`src/rtl/grex_emu_pkg.sv`:
```
// ----------------------------------------------------------------------------
// grex_emu_pkg
// Shared types and constants for the GREX temperature front-end emulator.
//   emu_state_t   : responder state (OFF, WARMUP, HOLD, INTEG, DONE)
//   DEF_*         : default WARMUP_CYCLES / NOISE_SEED values
//   LFSR_TAPS     : tap mask for x^8+x^6+x^5+x^4+1 (bits 7,5,4,3)
//   base_target   : count_target with 0 mapped to 1
//   noisy_target  : +/-1 jitter selected by two LFSR bits, clamped to 1..255
// ----------------------------------------------------------------------------
package grex_emu_pkg;

   typedef enum logic [2:0] {OFF, WARMUP, HOLD, INTEG, DONE} emu_state_t;

   localparam int unsigned DEF_WARMUP_CYCLES = 8;
   localparam logic [7:0]  DEF_NOISE_SEED    = 8'hA5;
   localparam logic [7:0]  LFSR_TAPS         = 8'hB8;

   function automatic logic [7:0] base_target(input logic [7:0] ct);
      return (ct == 8'd0) ? 8'd1 : ct;
   endfunction

   function automatic logic [7:0] noisy_target(input logic [7:0] base, input logic [1:0] sel);
      logic [7:0] res;
      res = base;
      case (sel)
         2'b00:   res = (base <= 8'd1) ? 8'd1 : base - 8'd1;
         2'b11:   res = (base == 8'hFF) ? 8'hFF : base + 8'd1;
         default: res = base;
      endcase
      return res;
   endfunction

endpackage

```
`src/rtl/grex_sensor_emu_if.sv`:
```
// ----------------------------------------------------------------------------
// grex_sensor_emu_if
// Controller <-> emulator handshake bundle.
//   master (controller): drives PWRUP_1V8, RESET_1V8, count_target, pulse_div
//   slave  (emulator)  : drives PULSE_1V8, DO_1V8, busy, conversions
// ----------------------------------------------------------------------------
interface grex_sensor_emu_if;

   logic       PWRUP_1V8;
   logic       RESET_1V8;
   logic [7:0] count_target;
   logic [3:0] pulse_div;
   logic       PULSE_1V8;
   logic       DO_1V8;
   logic       busy;
   logic [7:0] conversions;

   modport master (
      output PWRUP_1V8, RESET_1V8, count_target, pulse_div,
      input  PULSE_1V8, DO_1V8, busy, conversions
   );

   modport slave (
      input  PWRUP_1V8, RESET_1V8, count_target, pulse_div,
      output PULSE_1V8, DO_1V8, busy, conversions
   );

endinterface

```
`src/rtl/grex_lfsr8.sv`:
```
// ----------------------------------------------------------------------------
// grex_lfsr8
// 8-bit Fibonacci LFSR (x^8+x^6+x^5+x^4+1), shifts left, advances on step.
//   clk, reset_n : clock, async active-low reset (loads seed)
//   step         : advance one position this edge
//   seed         : reset value (must be non-zero)
//   q            : current register value
// ----------------------------------------------------------------------------
module grex_lfsr8
   import grex_emu_pkg::*;
(
   input  logic       clk,
   input  logic       reset_n,
   input  logic       step,
   input  logic [7:0] seed,
   output logic [7:0] q
);

   logic [7:0] r_q;
   logic       w_fb;

   assign w_fb = ^(r_q & LFSR_TAPS);

   always_ff @(posedge clk or negedge reset_n) begin
      if (!reset_n) begin
         r_q <= seed;
      end else if (step) begin
         r_q <= {r_q[6:0], w_fb};
      end
   end

   assign q = r_q;

endmodule

```
`src/rtl/grex_sensor_emu.sv`:
```
// ----------------------------------------------------------------------------
// grex_sensor_emu
// Digital stand-in for the GREX analog temperature front-end (responder side
// of the PWRUP/RESET -> PULSE/DO handshake).
//   clk      : clock, all logic on posedge
//   reset_n  : async active-low reset
//   io_emu   : grex_sensor_emu_if.slave
//              in : PWRUP_1V8, RESET_1V8, count_target[7:0], pulse_div[3:0]
//              out: PULSE_1V8, DO_1V8, busy, conversions[7:0] (all registered)
// Parameters : WARMUP_CYCLES, NOISE_SEED
// Build macro: GREX_EMU_NOISE_EN adds LFSR jitter of +/-1 to the target.
// ----------------------------------------------------------------------------
module grex_sensor_emu
   import grex_emu_pkg::*;
#(
   parameter int unsigned WARMUP_CYCLES = DEF_WARMUP_CYCLES,
   parameter logic [7:0]  NOISE_SEED    = DEF_NOISE_SEED
) (
   input  logic               clk,
   input  logic               reset_n,
   grex_sensor_emu_if.slave   io_emu
);

   // Last timer value in WARMUP; a zero-length warmup still spends one cycle.
   localparam logic [15:0] WARM_LAST = (WARMUP_CYCLES == 0) ? 16'd0 : 16'(WARMUP_CYCLES - 1);

   emu_state_t r_state, w_state_nxt;
   logic [15:0] r_timer, w_timer_nxt;
   logic [7:0]  r_k, w_k_nxt;
   logic [7:0]  r_tgt, w_tgt_nxt;
   logic [7:0]  r_conv, w_conv_nxt;
   logic        r_pulse, w_pulse_nxt;
   logic        r_do, w_do_nxt;
   logic        r_busy, w_busy_nxt;
   logic        w_integ_entry;
   logic [7:0]  w_entry_tgt;
   logic [7:0]  w_div;
   logic [7:0]  w_rem;

   // Live pulse_div: phase is recomputed from k every cycle.
   assign w_div = {4'd0, io_emu.pulse_div} + 8'd1;
   assign w_rem = r_k % w_div;

`ifdef GREX_EMU_NOISE_EN
   logic [7:0] w_lfsr_q;
   logic       w_unused_lfsr;

   grex_lfsr8 u_lfsr (
      .clk     (clk),
      .reset_n (reset_n),
      .step    (w_integ_entry),
      .seed    (NOISE_SEED),
      .q       (w_lfsr_q)
   );

   assign w_unused_lfsr = ^w_lfsr_q[7:2];
   assign w_entry_tgt   = noisy_target(base_target(io_emu.count_target), w_lfsr_q[1:0]);
`else
   logic w_unused_seed;
   assign w_unused_seed = ^NOISE_SEED;
   assign w_entry_tgt   = base_target(io_emu.count_target);
`endif

   always_ff @(posedge clk or negedge reset_n) begin
      if (!reset_n) begin
         r_state <= OFF;
         r_timer <= '0;
         r_k     <= '0;
         r_tgt   <= 8'd1;
         r_conv  <= '0;
         r_pulse <= 1'b0;
         r_do    <= 1'b0;
         r_busy  <= 1'b0;
      end else begin
         r_state <= w_state_nxt;
         r_timer <= w_timer_nxt;
         r_k     <= w_k_nxt;
         r_tgt   <= w_tgt_nxt;
         r_conv  <= w_conv_nxt;
         r_pulse <= w_pulse_nxt;
         r_do    <= w_do_nxt;
         r_busy  <= w_busy_nxt;
      end
   end

   always_comb begin
      w_state_nxt   = r_state;
      w_timer_nxt   = r_timer;
      w_k_nxt       = r_k;
      w_tgt_nxt     = r_tgt;
      w_conv_nxt    = r_conv;
      w_pulse_nxt   = 1'b0;
      w_do_nxt      = 1'b0;
      w_integ_entry = 1'b0;

      if (!io_emu.PWRUP_1V8) begin
         // Power loss wins from every state; the conversion count survives.
         w_state_nxt = OFF;
         w_timer_nxt = '0;
         w_k_nxt     = '0;
      end else begin
         unique case (r_state)
            OFF: begin
               w_state_nxt = WARMUP;
               w_timer_nxt = '0;
            end
            WARMUP: begin
               if (r_timer >= WARM_LAST) begin
                  if (io_emu.RESET_1V8) begin
                     w_state_nxt = HOLD;
                  end else begin
                     w_integ_entry = 1'b1;
                  end
               end else begin
                  w_timer_nxt = r_timer + 16'd1;
               end
            end
            HOLD: begin
               if (!io_emu.RESET_1V8) begin
                  w_integ_entry = 1'b1;
               end
            end
            INTEG: begin
               // Pulse reports the integration cycle that just ended.
               w_pulse_nxt = (w_rem == {4'd0, io_emu.pulse_div});
               if (io_emu.RESET_1V8) begin
                  w_state_nxt = HOLD;
               end else if (r_k + 8'd1 == r_tgt) begin
                  w_state_nxt = DONE;
                  w_k_nxt     = r_tgt;
                  w_do_nxt    = 1'b1;
               end else begin
                  w_k_nxt = r_k + 8'd1;
               end
            end
            DONE: begin
               if (io_emu.RESET_1V8) begin
                  w_state_nxt = HOLD;
                  w_conv_nxt  = r_conv + 8'd1;
               end else begin
                  w_do_nxt = 1'b1;
               end
            end
            default: begin
               w_state_nxt = OFF;
            end
         endcase
      end

      if (w_integ_entry) begin
         w_state_nxt = INTEG;
         w_k_nxt     = '0;
         w_tgt_nxt   = w_entry_tgt;
      end

      w_busy_nxt = (w_state_nxt == WARMUP) || (w_state_nxt == INTEG);
   end

   assign io_emu.PULSE_1V8   = r_pulse;
   assign io_emu.DO_1V8      = r_do;
   assign io_emu.busy        = r_busy;
   assign io_emu.conversions = r_conv;

endmodule

```
`src/flat_wrapper.sv`:
```
// flat-port wrapper written by rule: the top's interface ports become plain ports
module grex_sensor_emu_flat import grex_emu_pkg::*;
#(
   parameter int unsigned WARMUP_CYCLES = DEF_WARMUP_CYCLES,
   parameter logic [7:0]  NOISE_SEED    = DEF_NOISE_SEED
)
  (clk, reset_n, io_emu_PWRUP_1V8, io_emu_RESET_1V8, io_emu_count_target, io_emu_pulse_div, io_emu_PULSE_1V8, io_emu_DO_1V8, io_emu_busy, io_emu_conversions);
  grex_sensor_emu_if io_emu_i ();
  input  logic clk;
  input  logic reset_n;
  input wire logic [$bits(io_emu_i.PWRUP_1V8)-1:0] io_emu_PWRUP_1V8;
  input wire logic [$bits(io_emu_i.RESET_1V8)-1:0] io_emu_RESET_1V8;
  input wire logic [$bits(io_emu_i.count_target)-1:0] io_emu_count_target;
  input wire logic [$bits(io_emu_i.pulse_div)-1:0] io_emu_pulse_div;
  output wire logic [$bits(io_emu_i.PULSE_1V8)-1:0] io_emu_PULSE_1V8;
  output wire logic [$bits(io_emu_i.DO_1V8)-1:0] io_emu_DO_1V8;
  output wire logic [$bits(io_emu_i.busy)-1:0] io_emu_busy;
  output wire logic [$bits(io_emu_i.conversions)-1:0] io_emu_conversions;
  assign io_emu_i.PWRUP_1V8 = io_emu_PWRUP_1V8;
  assign io_emu_i.RESET_1V8 = io_emu_RESET_1V8;
  assign io_emu_i.count_target = io_emu_count_target;
  assign io_emu_i.pulse_div = io_emu_pulse_div;
  assign io_emu_PULSE_1V8 = io_emu_i.PULSE_1V8;
  assign io_emu_DO_1V8 = io_emu_i.DO_1V8;
  assign io_emu_busy = io_emu_i.busy;
  assign io_emu_conversions = io_emu_i.conversions;
  grex_sensor_emu #(.WARMUP_CYCLES(WARMUP_CYCLES), .NOISE_SEED(NOISE_SEED)) u_core (.clk(clk), .reset_n(reset_n), .io_emu(io_emu_i));
endmodule
```
`config.mk`:
```
export PLATFORM = sky130hd
export DESIGN_NAME = grex_sensor_emu_flat
export DESIGN_NICKNAME = d
export VERILOG_FILES = /design/src/rtl/grex_emu_pkg.sv /design/src/rtl/grex_sensor_emu_if.sv /design/src/rtl/grex_lfsr8.sv /design/src/rtl/grex_sensor_emu.sv /design/src/flat_wrapper.sv
export SDC_FILE = /design/constraint.sdc
export NUM_CORES = 1
export LEC_CHECK = 0
export ABC_CLOCK_PERIOD_IN_PS = 14250
export BUFFER_PORTS_ARGS = -buffer_cell sky130_fd_sc_hd__clkbuf_2
export CAP_MARGIN = 20
export CORE_MARGIN = 2
export CORE_UTILIZATION = 64
export CTS_BUF_LIST = sky130_fd_sc_hd__clkbuf_2
export DETAILED_ROUTE_END_ITERATION = 10
export PLACE_DENSITY_LB_ADDON = 0.08
export SKIP_LAST_GASP = 1
export SYNTH_ARGS = -nofsm -noshare
export SYNTH_HDL_FRONTEND = slang
export SYNTH_SLANG_ARGS = --single-unit
export TNS_END_PERCENT = 1
```
`constraint.sdc`:
```
create_clock -name clk -period 14.25 [get_ports clk]
set_input_delay 2.85 -clock clk [delete_from_list [all_inputs] [get_ports clk]]
set_output_delay 2.85 -clock clk [all_outputs]
set_load 0.01 [all_outputs]
```
==> results of run 1 <==
[report_power, final]
part | switching (mW) | leakage, nW | internal, mW
Clock | 0.0422 | 0.0433 | 0.0300
Sequential | 0.000751 | 0.634 | 0.131
Combinational | 0.258 | 1.56 | 0.225
[per-stage QoR]
stage	utilization	setup TNS (ns)	worst slack, ns
after floorplan	-	0	0.444
after global placement	0.700	0	0.114
after detailed placement	0.700	-0.371	-0.371
after CTS	0.711	0	0.0453
after global routing	0.739	-0.110	-0.110
final	0.739	0	0.423
[layout make-up]
class | instances | area, um^2
tap | 77 | 96.3
fill | 494 | 1650
timing repair buffer | 48 | 308
inverter | 24 | 90.1
multi-input combinational | 393 | 2950
clock buffer | 5 | 25.0
sequential | 46 | 1150
clock inverter | 3 | 43.8
[sequential cells by signal, indices dropped and copies added, names as in the netlist]
register and cells:
u_core.io_emu.conversions 8, u_core.r_k 8, u_core.io_emu.busy 1, u_core.r_state 3, u_core.r_timer 16, u_core.r_tgt 8, u_core.io_emu.PULSE_1V8 1, u_core.io_emu.DO_1V8 1
[path summary, 6_finish.rpt]
check,from,end,slack [ns],depth (start not counted)
setup / recovery,io_emu_pulse_div[1],u_core.io_emu.PULSE_1V8,0.42,55
max in group asynchronous,reset_n,u_core.r_tgt[0],11.51,2
setup reg to reg,u_core.r_k[7],u_core.io_emu.PULSE_1V8,2.94,50
hold / removal,u_core.io_emu.conversions[7],u_core.io_emu.conversions[7],0.49,1
hold reg to reg,u_core.io_emu.conversions[7],u_core.io_emu.conversions[7],0.49,1
min in group asynchronous,reset_n,u_core.r_tgt[5],2.23,1
[per-layer routing]
metal	GRT usage	routed length, um	vias to the layer above
met5	0	0	-
met4	0.0909	182	0
met3	0.0285	357	15
met2	0.470	4760	105
met1	0.351	4310	1755
li1	-	-	1831
[kinds of logic after synthesis]
family,share of synthesized area
flip-flops,0.277
multiplexers,0.0659
buffers and inverters,0.0346
AND/OR/NAND/NOR,0.209
XOR/XNOR,0.0759
adder cells (fa/ha/maj),0.113
AO/OA/AOI/OAI,0.224
[synth_stat cells (3+ instances only)]
cell      number
and3_1         5
nor2_1        46
a21o_2         3
o211ai_1       4
xnor2_1       26
nor4_1         5
and4_1         4
nor3_1        11
xor2_1        10
a21boi_0       4
o21a_1         8
a31oi_1       10
nand4_1        3
nand2_1       32
a22oi_1        3
a211o_1        4
dfrtp_1       45
a21oi_1       33
ha_1          36
o21ai_0       19
nor2b_1        6
o22ai_1        5
mux2i_1        9
nand3_1       16
clkbuf_1      10
a21o_1         4
inv_1         24
or3_1          4
mux2_2        15
o31ai_1        4
and2_1         3
nand2b_1       5
[placed cells by master (no fill, tap or decap), drive strengths merged, types with 7 or more instances in the layout]
cell type	instances
nor2	46
dfrtp	45
ha	36
a21oi	35
nand2	34
clkbuf	31
xnor2	26
inv	25
buf	22
o21ai	21
nand3	16
mux2	16
nor3	12
a31oi	10
xor2	10
mux2i	9
o21a	9
and3	7
a21o	7
nor4	7
[critical path, delay by kind of cell]
family | cells | cell delay (ns)
buf+inv | 3 | 0.37
fa+ha+maj | 8 | 2.41
compound gates | 24 | 4.32
simple gates | 15 | 2.80
mux | 5 | 1.43
[repair_timing]
item                                    in CTS  in global routing
endpoints found under the setup margin       0                  1
buffers inserted                             0                  9
resized for setup                            0                 24
==> reports/metrics.sh, run 1 <==
CRIT_SLOWEST_CELL='ha_1'
CP_DATA_ARRIVAL_TIME_NS=14.18
HOLDWS_NS=0.495
FINALNONFILLERCELLS=596
POST-LAYOUT-TOTAL-POWER_mW=0.687
CTS.SINKS=46
AVGVIACOUNTPERCELL=6.22
SYNTHESIS.INSTANCES=475
CRITICAL_PATH.STARTPOINT_TYPE='primary input'
PLACED_CELL_AREA_UM2=4420
SEQUENTIAL_AREA_SHARE_AFTER_SYNTHESIS=0.277
WORST-ENDPOINT-REQUIRED_NS=14.61
ANTENNA_FOUND_INITIAL=0
PERIOD_SHARE=0.970
CLOCK_LATENCY_ON_THE_WORST_SKEW_PAIR_NS=0.43
SYNTH_TOP_CELLS_BY_AREA='dfrtp_1 27%, ha_1 11%, xnor2_1 5.5%'
SYNTH_LARGEST_AREA_CELL='dfrtp_1'
FLOORPLAN.INITIALDENSITY=0.658
DIE-WIDTH_UM=84.6
POWER_LEAKAGE_nW=2.24
HTREE_LEVELS=2
MOST_USED_CELL_ALONG_THE_CRITICAL_PATH='ha_1'
DRT_PRE_ANTENNA_ITERS=5
ROUTE.ANTENNA.REMAINING_NETS=0
POWER-PER-CELL-AREA_nW_PER_UM2=147
NETLIST-CELL-TYPE-COUNT=76
TIMING_MAX_TRANSITION_VIOLATIONS_FINAL=0
MAPPEDNETLISTNETS=528
AREA_GROWTH_PCT=12.3
CTS_BUFFERS=5
CTSHOLDBUFFERS=0
DOMINANTREGCELLSYNTH='dfrtp_1'
GRT_REMAINING_OVERFLOW=0
PLACE_INST=578
TIMING.FINAL.SETUP_VIOLATIONS=0
DETAILEDPLACEMENTHPWL_UM=7120
REMAINING_DRC_ERRORS=0
ROUTED-VIA-COUNT=3706
SLEW-LIMIT-HEADROOM=0.428
DRT-WIRELENGTH-PER-CELL_UM=16.1
FLOORPLAN.IO_PINS=27
FIRST_GLOBAL_VIAS=3512
FINISH.INSTANCE_AREA_UM2=4670
ROUTED_WIRELENGTH_UM=9600
FIRST_ITER_VIOLATIONS=189
FLOORPLAN.DIE_AREA_UM2=7150
AREA_OF_THE_CORE_UM2=6310
YS.WARNINGS.COUNT=0
WORST-SETUP-PATH-TYPE='primary input to flop'
PLACE.GP.CONGESTION=0.891
SYNTH.FF_LATCH_COUNT=46
CLK_PATH_BUF_DEPTH=2
PEAKVDDDROP_V=0.0000938
CTS_TREE='built'
CRITPATHMAXFANOUT=7
GRT_USE_TOTAL=0.270
DRIVE_GT1_FRAC=0.245
CORE.ROWCOUNT=29
NUMBER_OF_FLOPS_MAPPED_TO_ENABLE_CELLS_BY_YOSYS=0
FMAX_MHz=72.3
MAXCAPVIOLATIONS=0
NETLIST.AREA_LEADER.SHARE=0.271
GRT_START_MAX_NET_PINS=47
HOLD_PATH_CLASS='flop to flop'
PORTBUFFERS=26
CRITPATHCAPTURETYPE='flop'
OUTCOME='finished, final reports clean'
POST-ROUTE-MIN-PERIOD_NS=13.83
HOLD_VIOL_FINAL=0
CTS_ROOT_BUFFER='clkbuf_2'
FIN_WORST_SKEW_NS=0.0173
SYN_STD_CELL_AREA_UM2=4160
FLOORPLAN.DIE.HEIGHT_UM=84.6
AVGSYNTHCELLAREA_UM2=8.75
GRT_PASS1_WL_UM=15900
CRITICAL-PATH-MAX-STAGE-DELAY_NS=0.36
FINAL_NET_COUNT=571
TIGHTESTPINTRANSITION_NS=0.851
ANTENNA-DIODE-COUNT=0
ASYNC_FLOP_SHARE=1.00
PATH_CLK_SLEW_NS=0.23
Note: power is estimated with default switching activity, not from simulation.
==> run 2: changes to the inputs <==
- SKIP_CTS_REPAIR_TIMING: default -> 1
- SLEW_MARGIN: default -> 20
- SYNTH_HIERARCHICAL: default -> 1
==> run 2 against run 1 <==
  * Combinational power grew 37%
  * Core utilization grew 1.7 points
  * Clock skew shrank 0.0083 ns
  * Clock power shrank 29%
  * Fmax grew 0.63%
  * Routed wire length grew 3.5%
  * Sequential share of layout area shrank 0.71 points
  * Via count grew 1.9%
  * Non-clock buffer count grew 6
  * Clock-buffer cell count grew 1
  * Critical path type unchanged
  * Critical endpoint is now u_core/io_emu.PULSE_1V8
==> reports/metrics.sh, run 2 <==
SLEW-LIMIT-HEADROOM=0.310
LARGEST_REGISTER_FF_COUNT=16
FLOORPLAN.DIE.HEIGHT_UM=85.1
ROUTED-VIA-COUNT=3777
TIMING.HOLD.WORST.START='u_core/r_tgt[0]'
FLOORPLAN.DIE_AREA_UM2=7230
DIE-WIDTH_UM=85.1
FINAL_NET_COUNT=573
FIRST_GLOBAL_VIAS=3504
OUTCOME='finished, final reports clean'
DRT_PRE_ANTENNA_ITERS=5
SYNTHESIS.INSTANCES=476
TIGHTESTPINTRANSITION_NS=1.03
HOLD_PATH_CLASS='flop to flop'
ROUTE.ANTENNA.REMAINING_NETS=0
SYNTH.CELLS.MOST_FREQUENT='56 x nor2_1, 45 x dfrtp_1, 36 x ha_1, 31 x nand2_1, 28 x a21oi_1'
GRT_START_MAX_NET_PINS=47
FINALNONFILLERCELLS=598
NETLIST-CELL-TYPE-COUNT=77
SYNTH_TOP_CELLS_BY_AREA='dfrtp_1 27%, ha_1 11%, nor2_1 5.0%'
FMAX_MHz=72.8
GRT_REMAINING_OVERFLOW=0
CORE.ROWCOUNT=29
WHS_PATH_DEPTH=2
FINAL.SETUP.TNS_NS=0
CLOCK_LATENCY_ON_THE_WORST_SKEW_PAIR_NS=0.40
WORST-SETUP-PATH-TYPE='primary input to flop'
PERIOD_SHARE=0.964
CTS_TREE='built'
POWER-PER-CELL-AREA_nW_PER_UM2=177
HOLD_VIOL_FINAL=0
HTREE_LEVELS=2
CRITICAL-PATH-MAX-STAGE-DELAY_NS=0.38
WORST_R2R_PATH_DEPTH=52
DETAILEDPLACEMENTHPWL_UM=7440
SYNTH_LARGEST_AREA_CELL='dfrtp_1'
PLACE.GP.CONGESTION=0.935
CP_DATA_ARRIVAL_TIME_NS=14.06
ASYNC_FLOP_SHARE=1.00
PLACE_INST=576
POST-ROUTE-MIN-PERIOD_NS=13.74
MOST_USED_CELL_ALONG_THE_CRITICAL_PATH='ha_1'
SYNTH.FF_LATCH_COUNT=46
DRIVE_GT1_FRAC=0.250
AVGSYNTHCELLAREA_UM2=8.83
CRITICAL_PATH.REG2REG.STARTPOINT='u_core/r_k[7]'
FIRST_ITER_VIOLATIONS=193
MOSTFREQUENTLAYOUTCELLS='56 x nor2_1, 45 x dfrtp_1, 32 x clkbuf_2'
PATH_CLK_SLEW_NS=0.21
POWER_LEAKAGE_nW=2.20
GRT_USE_TOTAL=0.276
SYN_STD_CELL_AREA_UM2=4200
ROUTED_WIRELENGTH_UM=9940
TIMING_MAX_TRANSITION_VIOLATIONS_FINAL=0
CRITICAL_PATH.STARTPOINT_TYPE='primary input'
FINAL_COMMON_CELL='nor2_1'
FILLERS=452
CLK_PATH_BUF_DEPTH=2
NETLIST.AREA_LEADER.SHARE=0.268
SEQUENTIAL_AREA_SHARE_AFTER_SYNTHESIS=0.274
SETUP_WS_NS=0.509
CRITPATHCAPTURETYPE='flop'
MAPPEDNETLISTNETS=529
REGISTERS.TOP_BY_FF_COUNT='u_core/r_timer'
NUMBER_OF_FLOPS_MAPPED_TO_ENABLE_CELLS_BY_YOSYS=0
REMAINING_DRC_ERRORS=0
FIN_WORST_SKEW_NS=0.00905
PLACE_WS_NS=-0.445
MIN_DELAY_ENDPOINT='u_core/r_tgt[0]'
ANTENNA-DIODE-COUNT=0
POSTLAYOUTCOREUTIL=0.757
HOLDWS_NS=0.500
ANTENNA_FOUND_INITIAL=0
MAXCAPVIOLATIONS=0
AREA_GROWTH_PCT=14.3
CRIT-REG2REG-CAPTURE='u_core/io_emu.PULSE_1V8'
WORST-ENDPOINT-REQUIRED_NS=14.57
CRITPATHMAXFANOUT=7
CRIT_SLOWEST_CELL='a211oi_2'
YS.WARNINGS.COUNT=6
PEAKVDDDROP_V=0.000316
DRT-WIRELENGTH-PER-CELL_UM=16.6
CTS.SINKS=46
FLOORPLAN.IO_PINS=27
CTS_ROOT_BUFFER='clkbuf_2'
YOSYSMOSTFREQUENTCELL='nor2_1'
FLOORPLAN.INITIALDENSITY=0.662
TIMING.FINAL.SETUP_VIOLATIONS=0
CTS_BUFFERS=5
AREA_OF_THE_CORE_UM2=6350
PORTBUFFERS=26
GRT_PASS1_WL_UM=16300
AVGVIACOUNTPERCELL=6.32
DOMINANTREGCELLSYNTH='dfrtp_1'
WORST-R2R-SETUP-SLACK_NS=3.11
-- run 2: cell families (layout without fill, tap and decap cells) --
logic type,Yosys count,count (layout),synth area share
and+or+nand+nor,172,172,0.210
AOI/OAI and AO/OA,120,120,0.214
DFF,46,46,0.274
xor gates and xnor gates,39,39,0.0812
adders and majority gates,37,37,0.112
buffers and inverters,34,79,0.0336
muxes,28,28,0.0756
-- run 2: stage by stage --
stage / total power, mW / cell area, um^2
finish: 0.851 / 4810
global route: 0.912 / 4810
CTS: 0.731 / 4500
detailed placement: 0.677 / 4460
global placement: 0.667 / 4460
floorplan: 0.565 / 4200
-- run 2: worst max-delay path by stage --
stage | startpoint | end | slack, ns | depth (start not counted)
floorplan | io_emu_pulse_div[0] | u_core/io_emu.PULSE_1V8 | 0.49 | 54
global placement | io_emu_pulse_div[0] | u_core/io_emu.PULSE_1V8 | -0.14 | 56
detailed placement | io_emu_pulse_div[0] | u_core/io_emu.PULSE_1V8 | -0.45 | 56
CTS | io_emu_pulse_div[0] | u_core/io_emu.PULSE_1V8 | -0.06 | 56
global route | io_emu_pulse_div[0] | u_core/io_emu.PULSE_1V8 | -0.11 | 57
finish | io_emu_pulse_div[0] | u_core/io_emu.PULSE_1V8 | 0.51 | 56
-- run 2: layout make-up --
cell class	count	area (um^2)	share of cell area
inverters	17	63.8	0.0133
clock inverters	2	8.76	0.00182
flip-flops and latches	46	1150	0.240
clock buffers	6	30.0	0.00625
repair buffers	54	348	0.0724
well taps	77	96.3	0.0200
multi-input cells	396	3110	0.646
-- run 2: routing by layer --
layer | global-route usage | vias up | share of wire
li1 | - | 1856 | -
met1 | 0.406 | 1821 | 0.47
met2 | 0.441 | 85 | 0.47
met3 | 0.0389 | 15 | 0.045
met4 | 0.0447 | 0 | 0.014
met5 | 0 | - | 0
-- run 2: critical path: cells and delay by family --
family                   cells  cell delay, ns
AO/OA/AOI/OAI               29            5.34
adder cells (fa/ha/maj)      8            2.18
buffers and inverters        4            0.56
multiplexers                 3            0.86
AND/OR/NAND/NOR             12            2.27
-- run 2: report_power, final --
| group | internal (mW) | total [mW] | switching, mW |
|---|---|---|---|
| registers | 0.134 | 0.136 | 0.00268 |
| logic | 0.312 | 0.663 | 0.351 |
| clock network | 0.0121 | 0.0515 | 0.0394 |
==> run 3: changes to the inputs <==
- ABC_AREA: default -> 1
- PLACE_DENSITY_LB_ADDON: 0.08 -> 0.12
==> run 3 against run 2 <==
  * Core utilization is 6.5 points lower
  * Clock power is 36% higher
  * Highest routed layer unchanged
  * Routed wire length is 16% lower
  * Critical endpoint unchanged
  * Fmax is 8.9% higher
  * Largest cell class unchanged
==> reports/metrics.sh, run 3 <==
SYNTH.CELLS.MOST_FREQUENT='103 x nand2_1, 87 x inv_1, 45 x dfrtp_1, 39 x nor2_1, 37 x nand3_1'
UNREPAIRED_SETUP_ENDPOINTS_AFTER_GLOBAL_ROUTING='false'
FLOORPLAN.DIE.HEIGHT_UM=83.9
CRIT_SLOWEST_CELL='ha_1'
SYNTH_TOP_CELLS_BY_AREA='dfrtp_1 28%, ha_1 11%, nand2_1 9.5%'
CRITPATHTOPFAMILY='simple AND/OR/NAND/NOR gates'
HOLD_PATH_CLASS='flop to flop'
MAPPEDNETLISTNETS=600
NETLIST-CELL-TYPE-COUNT=45
SYNTH.FF_LATCH_COUNT=46
CRITICAL_PATH.REG2REG.STARTPOINT='u_core/r_k[7]'
DRT_PRE_ANTENNA_ITERS=4
GRT_PASS1_WL_UM=15100
MOSTFREQUENTLAYOUTCELLS='103 x nand2_1, 87 x inv_1, 45 x dfrtp_1'
WHS_PATH_DEPTH=1
DIE-WIDTH_UM=83.9
MIN_DELAY_ENDPOINT='u_core/io_emu.conversions[7]'
TIMING_MAX_TRANSITION_VIOLATIONS_FINAL=0
CLOCK_LATENCY_ON_THE_WORST_SKEW_PAIR_NS=0.40
FINAL_NET_COUNT=623
DETAILEDPLACEMENTHPWL_UM=6690
ASYNC_FLOP_SHARE=1.00
MOST_USED_CELL_ALONG_THE_CRITICAL_PATH='nand2_1'
PEAKVDDDROP_V=0.000458
YOSYSMOSTFREQUENTCELL='nand2_1'
PORTBUFFERS=26
WORST-SETUP-PATH-TYPE='primary input to flop'
ANTENNA-DIODE-COUNT=0
AREA_GROWTH_PCT=6.34
SYNTH_LARGEST_AREA_CELL='dfrtp_1'
FINAL.SETUP.TNS_NS=0
SEQUENTIAL_AREA_SHARE_AFTER_SYNTHESIS=0.282
FINAL_COMMON_CELL='nand2_1'
CORE.ROWCOUNT=29
REGISTERS.TOP_BY_FF_COUNT='u_core/r_timer'
POST-ROUTE-MIN-PERIOD_NS=12.62
CTS_TREE='built'
DRIVE_GT1_FRAC=0.161
GRT_REMAINING_OVERFLOW=0
CRIT-REG2REG-CAPTURE='u_core/io_emu.PULSE_1V8'
SYN_STD_CELL_AREA_UM2=4080
YS.WARNINGS.COUNT=6
CLK_PATH_BUF_DEPTH=2
FIRST_ITER_VIOLATIONS=114
AVGSYNTHCELLAREA_UM2=7.47
CRITICAL_PATH.STARTPOINT_TYPE='primary input'
WORST_R2R_PATH_DEPTH=75
CP_DATA_ARRIVAL_TIME_NS=12.97
CRITPATHCAPTURETYPE='flop'
GRT_USE_TOTAL=0.256
REMAINING_DRC_ERRORS=0
WORST-ENDPOINT-REQUIRED_NS=14.60
CTS.SINKS=46
HOLDWS_NS=0.496
FLOORPLAN.INITIALDENSITY=0.651
POSTLAYOUTCOREUTIL=0.692
DOMINANTREGCELLSYNTH='dfrtp_1'
ANTENNA_FOUND_INITIAL=0
GRT_START_MAX_NET_PINS=47
POWER_LEAKAGE_nW=2.34
ROUTED-VIA-COUNT=3480
DRT-WIRELENGTH-PER-CELL_UM=12.9
FLOORPLAN.DIE_AREA_UM2=7040
MAXCAPVIOLATIONS=0
ROUTED_WIRELENGTH_UM=8360
NUMBER_OF_FLOPS_MAPPED_TO_ENABLE_CELLS_BY_YOSYS=0
CRITICAL-PATH-MAX-STAGE-DELAY_NS=0.43
PERIOD_SHARE=0.886
FLOORPLAN.IO_PINS=27
LARGEST_REGISTER_FF_COUNT=16
PLACE.GP.CONGESTION=0.854
FIN_WORST_SKEW_NS=0.0153
TIMING.FINAL.SETUP_VIOLATIONS=0
SYNTHESIS.INSTANCES=547
POWER-PER-CELL-AREA_nW_PER_UM2=247
HTREE_LEVELS=2
ROUTE.ANTENNA.REMAINING_NETS=0
SLEW-LIMIT-HEADROOM=0.560
WORST-R2R-SETUP-SLACK_NS=4.01
CRITPATHBUFINV=8
TIMING.HOLD.WORST.START='u_core/io_emu.conversions[7]'
PATH_CLK_SLEW_NS=0.21
NETLIST.AREA_LEADER.SHARE=0.276
AREA_OF_THE_CORE_UM2=6280
CRITPATHMAXFANOUT=12
CTS_ROOT_BUFFER='clkbuf_2'
FIRST_GLOBAL_VIAS=3524
HOLD_VIOL_FINAL=0
OUTCOME='finished, final reports clean'
TIGHTESTPINTRANSITION_NS=0.658
AVGVIACOUNTPERCELL=5.37
CTS_BUFFERS=5
FMAX_MHz=79.2
## run 3: area by class of cell
class	count	area, um^2
Clock inverter	2	37.5
Tap cell	77	96.3
Timing Repair Buffer	26	133
Multi-Input combinational cell	400	2550
Fill cell	539	1930
Sequential cell	46	1150
Clock buffer	6	30.0
Inverter	91	344
## run 3: how the worst max path moves through the flow
stage,endpoint,from,slack [ns],cells past startpoint
floorplan,u_core/io_emu.PULSE_1V8,io_emu_pulse_div[0],2.68,75
global placement,u_core/io_emu.PULSE_1V8,io_emu_pulse_div[0],1.53,74
detailed placement,u_core/io_emu.PULSE_1V8,io_emu_pulse_div[0],1.25,76
CTS,u_core/io_emu.PULSE_1V8,io_emu_pulse_div[0],1.66,74
global route,u_core/io_emu.PULSE_1V8,io_emu_pulse_div[0],0.42,79
finish,u_core/io_emu.PULSE_1V8,io_emu_pulse_div[0],1.63,75
## run 3: cell families (layout without fill, tap and decap cells)
kind of cell	Yosys count	in the layout	share of synthesized area
buf+inv	101	125	0.0934
simple gates	259	259	0.336
fa+ha+maj	37	37	0.115
xor+xnor	34	34	0.0729
flops	46	46	0.282
compound gates	70	70	0.100
## run 3: report_power, final
group / internal (mW) / switching, mW / leakage (nW)
Clock: 0.0304 / 0.0395 / 0.0392
Sequential: 0.137 / 0.00517 / 0.610
Combinational: 0.318 / 0.543 / 1.69
Total: 0.485 / 0.588 / 2.34
## run 3: metrics by stage
step           worst slack, ns  instance area, um^2  total power [mW]  instances
5_1_grt                  0.422                 4340              1.20        648
3_5_place_dp              1.25                 4270              1.00        640
4_1_cts                   1.66                 4340              1.08        648
3_3_place_gp              1.53                 4270             0.977        640
6_report                  1.63                 4340              1.07        648
2_1_floorplan             2.68                 4080             0.863        547
## run 3: metal layers
metal / up-vias / wire, um / track usage
li1: 1827 / - / -
met5: - / 0 / 0
met3: 8 / 226 / 0.0287
met2: 48 / 4240 / 0.474
met1: 1597 / 3780 / 0.319
met4: 0 / 112 / 0.0587
